## config.mk

```make
export PLATFORM = sky130hd
export DESIGN_NAME = ci_initiator
export DESIGN_NICKNAME = d
export VERILOG_FILES = /design/src/rtl/ci_initiator.sv
export SDC_FILE = /design/constraint.sdc
export NUM_CORES = 1
export LEC_CHECK = 0
export BUFFER_PORTS_ARGS = -buffer_cell sky130_fd_sc_hd__buf_2
export CAP_MARGIN = 15
export CORE_MARGIN = 2
export CORE_UTILIZATION = 51
export DETAILED_ROUTE_END_ITERATION = 16
export PLACE_DENSITY_LB_ADDON = 0.08
export SETUP_SLACK_MARGIN = 0.5
export SLEW_MARGIN = 10
export SYNTH_ARGS = -nofsm -noshare
export SYNTH_HDL_FRONTEND = slang
export SYNTH_SLANG_ARGS = --single-unit
```

## constraint.sdc

```tcl
create_clock -name clk -period 6.25 [get_ports clk]
set_input_delay 0.3125 -clock clk [delete_from_list [all_inputs] [get_ports clk]]
set_output_delay 0.3125 -clock clk [all_outputs]
set_load 0.1 [all_outputs]
```

## src/rtl/ci_initiator.sv

```systemverilog
// ci_initiator: issues one operand pair to a multi-cycle custom-instruction unit,
// waits for ci_done with a timeout, and holds the result until the consumer takes it.
module ci_initiator #(
    parameter int TIMEOUT = 32
) (
    input  logic        clk,
    input  logic        reset,
    input  logic        req_valid,
    output logic        req_ready,
    input  logic [31:0] req_dataa,
    input  logic [31:0] req_datab,
    output logic        rsp_valid,
    input  logic        rsp_ready,
    output logic [31:0] rsp_data,
    output logic        rsp_timeout,
    output logic        ci_clk_en,
    output logic        ci_start,
    output logic        ci_reset,
    output logic [31:0] ci_dataa,
    output logic [31:0] ci_datab,
    input  logic [31:0] ci_result,
    input  logic        ci_done,
    output logic [15:0] stat_done,
    output logic [15:0] stat_timeout
);
    typedef enum logic [2:0] {IDLE, ISSUE, WAIT, ABORT, RESP} state_t;
    localparam logic [7:0] LAST = 8'(TIMEOUT - 1);
    state_t      state;
    logic [7:0]  cnt;
    logic [31:0] opa, opb;
    assign ci_dataa = opa;
    assign ci_datab = opb;
    always_ff @(posedge clk) begin
        if (reset) begin
            state        <= IDLE;
            req_ready    <= 1'b1;
            rsp_valid    <= 1'b0;
            rsp_timeout  <= 1'b0;
            rsp_data     <= '0;
            ci_clk_en    <= 1'b0;
            ci_start     <= 1'b0;
            ci_reset     <= 1'b0;
            opa          <= '0;
            opb          <= '0;
            cnt          <= '0;
            stat_done    <= '0;
            stat_timeout <= '0;
        end else begin
            case (state)
                IDLE: if (req_valid) begin
                    opa       <= req_dataa;
                    opb       <= req_datab;
                    req_ready <= 1'b0;
                    ci_start  <= 1'b1;
                    ci_clk_en <= 1'b1;
                    state     <= ISSUE;
                end
                ISSUE: begin
                    cnt      <= '0;
                    ci_start <= 1'b0;
                    state    <= WAIT;
                end
                WAIT: begin
                    cnt <= cnt + 8'd1;
                    // a done on the final allowed cycle still wins over the timeout
                    if (ci_done) begin
                        rsp_data    <= ci_result;
                        rsp_timeout <= 1'b0;
                        rsp_valid   <= 1'b1;
                        ci_clk_en   <= 1'b0;
                        stat_done   <= stat_done + {15'd0, stat_done != 16'hFFFF};
                        state       <= RESP;
                    end else if (cnt == LAST) begin
                        ci_clk_en    <= 1'b0;
                        ci_reset     <= 1'b1;
                        stat_timeout <= stat_timeout + {15'd0, stat_timeout != 16'hFFFF};
                        state        <= ABORT;
                    end
                end
                ABORT: begin
                    ci_reset    <= 1'b0;
                    rsp_data    <= '0;
                    rsp_timeout <= 1'b1;
                    rsp_valid   <= 1'b1;
                    state       <= RESP;
                end
                RESP: if (rsp_ready) begin
                    rsp_valid <= 1'b0;
                    req_ready <= 1'b1;
                    state     <= IDLE;
                end
                default: state <= IDLE;
            endcase
        end
    end
endmodule

```

==> impl_metrics.ini <==
[setup_path]
critPathKind = reg -> reg
arrival_ns = 3.14
crit_top_cell = ha_1
cp_slowest_cell = or4_1
setup.worst_path.start = stat_done[2]$_SDFFE_PP0P_
reg2reg_from = stat_done[2]$_SDFFE_PP0P_
cp-endpoint = stat_done[14]$_SDFFE_PP0P_
r2r_slack_ns = 3.52
cp_num_cells = 8
worst_path_largest_cell_delay_ns = 0.58
crit_buf_inv = 0
crit_family = simple AND/OR/NAND/NOR gates
cp.required_ns = 6.66
critPathMaxFanout = 7
rr_worst_depth = 8
startpoint_type = flop
path_cells = nand4_1, or2_0, or4_1, ha_1, ha_1, nand2_1, nor4_1, mux2_2
cp-end-kind = flop
r2r-end = stat_done[14]$_SDFFE_PP0P_

[timing]
clock_skew_ns = 0.00655
relSlewSlack_pct = 25.8
rsz0062_at_grt = no
post-route-min-period_ns = 2.73
fin_crit_sh_pct = 43.6
finalMaxSlewViolations = 0
tightest_slew_ns = 1.11
hold_viol = 0
fmax_ghz = 0.367
setup_viol = 0
setup_tns_ns = 0

[floorplan]
die_y_um = 109
start_util_pct = 52.0
coreArea_sq_mm = 0.0108
dieArea_sq_mm = 0.0119
die_x_um = 109
top_level_ports = 235
num_rows = 38

[placement]
io_buffers = 234
globalplace.congestion = 0.851
dp_cells = 1011
place_area_sq_mm = 0.00682
hpwlAfterDp_um = 10300

[synthesis]
synth-simple-area-share_pct = 24.4
synth_area_sq_mm = 0.00561
synth_top_family_by_area = simple AND/OR/NAND/NOR gates
ys.flop_type = dfxtp_1
synth_mux_area_share_pct = 1.14
netlist_instances = 680
avgSynthCellArea_sq_um = 8.26
synth-edff-count = 0
synth_xor_area_share_pct = 1.72
yosysSeqAreaShare_pct = 51.7
synthArstFlopShare_pct = 0
synth_nets = 787
synth_adder_area_share_pct = 1.34
yosysUniqueCellTypes = 46
ys_seq_elements = 145
synth_compound_area_share_pct = 15.9
synth_warnings = 0

[cts]
cts_hold_buf = 1
clkLatencyLatePin_ns = 0.52
cts_setup_buffers = 0
cts_root_buffer = clkbuf_8
clock_path_buffers = 2
cts_made_buffers = 17
htree_levels = 4
cts.sinks = 145
path_clk_slew_ns = 0.06
cts_tree = built
cts_resized = 0

[cells_and_area]
fin_nets = 998
final_util_pct = 69.5
post_route_cells_drive_above_1_share_pct = 31.4
fin_cells = 1045
area_delta_synth_final_pct = 33.5
fin_area_sq_mm = 0.00750

[routing]
drtAntennaViolNets = 0
drtIter0Drc = 401
avgRoutedWirePerCell_um = 14.0
drc = 0
routed_wl_um = 14600
drt_first_pass_iters = 8
routed_via_density = 5.31
vias = 5544

[grt]
grt_usage_pct = 24.1
grt_overflow_total = 0
grt_pass1_wl_um = 22800
grt_pass1_vias = 5045
antenna_found_initial = 1
grt_start_max_net_pins = 76

[min_path]
min_path_type = in -> reg

[power]
peakVddDrop_mv = 0.194
p_leak_uw = 0.00330
p_per_area_mw_per_mm2 = 337

[status]
status = finished, final reports clean

[job]
maxCapViolCount = 0
[registers in the layout, summed over array words and instances, names as in the netlist]
register	flops
ci_dataa	32
ci_datab	32
rsp_data	32
stat_done	16
stat_timeout	16
cnt	8
state	3
ci_clk_en	1
ci_reset	1
ci_start	1
req_ready	1
rsp_timeout	1
rsp_valid	1
[metrics by stage]
stage          power [uW]  setup WS, ns  hold slack [ns]
3_3_place_gp         1430          3.69            0.438
3_5_place_dp         1440          3.56            0.443
4_1_cts              2550          3.55          0.00120
2_1_floorplan        1350          3.07            0.449
6_report             2530          3.52           0.0243
5_1_grt              2620          3.39          0.00717
[cells in the final DEF (no fill, tap or decap), types with 2 or more instances in the layout]
cell       instances
buf_2            233
nand2_1          165
dfxtp_1          145
a21oi_1          103
nor2_1            50
a22oi_1           25
o21ai_0           16
clkbuf_16         16
nand4_1           15
nand3_1           15
or3_1             10
nor4_1            10
inv_1              7
and2_1             6
xnor2_1            6
ha_1               6
clkbuf_8           6
or4_1              5
xor2_1             5
bufinv_16          5
o31ai_1            4
clkinv_2           4
buf_4              4
and4_1             3
nor2b_1            3
mux2_2             3
mux2i_1            3
or3b_2             2
and3_1             2
nor3_1             2
a31o_2             2
[kinds of logic (layout without fill, tap and decap cells)]
family	Yosys count	after routing
simple gates	301	301
compound gates	158	158
flops	145	145
buf+inv	53	277
xor+xnor	11	11
fa+ha+maj	6	6
mux	6	6
other cells	0	1
[Yosys cell counts (all sizes together) (2+ instances only)]
library cell	number	share of area, %
buf	6	0.67
nor3	2	0.18
and2	6	0.67
a31o	2	0.31
nor4	10	1.1
mux2	3	0.60
clkbuf	40	2.7
nand2	165	11
ha	6	1.3
o31ai	4	0.53
or4b	2	0.42
or3	10	1.1
xnor2	6	0.94
and4	3	0.47
or2	2	0.22
or4	6	0.87
o21ai	18	1.6
dfxtp	145	52
nand4	15	1.7
nor2	50	3.3
inv	7	0.47
a21oi	103	9.2
a22oi	25	3.3
xor2	5	0.78
nor2b	3	0.33
or3b	2	0.31
and3	3	0.33
nand3	16	1.4
mux2i	3	0.53
[tightest hold or removal path, delay by kind of cell]
family / cells / cell delay (ns)
AO/OA/AOI/OAI: 1 / 0.05
buffers and inverters: 1 / 0.09
AND/OR/NAND/NOR: 1 / 0.04
[final cells by class]
class	instances	area (sq um)
Antenna cell	1	2.50
Clock buffer	22	483
Clock inverter	10	178
Fill cell	906	3300
Inverter	7	26.3
Multi-Input combinational cell	482	2520
Sequential cell	145	2900
Tap cell	140	175
Timing Repair Buffer	238	1210
[where the power goes]
part | switching (uW) | leakage (uW) | internal [uW] | total (uW)
registers | 22.5 | 0.00118 | 962 | 985
clock network | 368 | 0.000327 | 739 | 1110
logic | 356 | 0.00179 | 77.3 | 433
[worst min path at each step]
stage | to | depth (start not counted) | slack, ns | from
finish | ci_datab[16]$_SDFFE_PP0P_ | 3 | 0.02 | req_datab[16]
global route | ci_dataa[24]$_SDFFE_PP0P_ | 3 | 0.007 | req_dataa[24]
CTS | ci_datab[16]$_SDFFE_PP0P_ | 3 | 0.001 | req_datab[16]
detailed placement | ci_datab[0]$_SDFFE_PP0P_ | 2 | 0.44 | ci_datab[0]$_SDFFE_PP0P_
global placement | ci_datab[29]$_SDFFE_PP0P_ | 2 | 0.44 | ci_datab[29]$_SDFFE_PP0P_
floorplan | ci_dataa[0]$_SDFFE_PP0P_ | 2 | 0.45 | req_dataa[0]
[routing by layer]
layer	vias to the layer above	track usage, %	share of wire [%]
met5	-	0	0
met4	0	11.3	2.4
met3	30	6.93	8.3
met2	202	40.5	48
met1	2541	28.3	41
li1	2771	-	-
No activity file was read; power rests on OpenSTA's default activity.
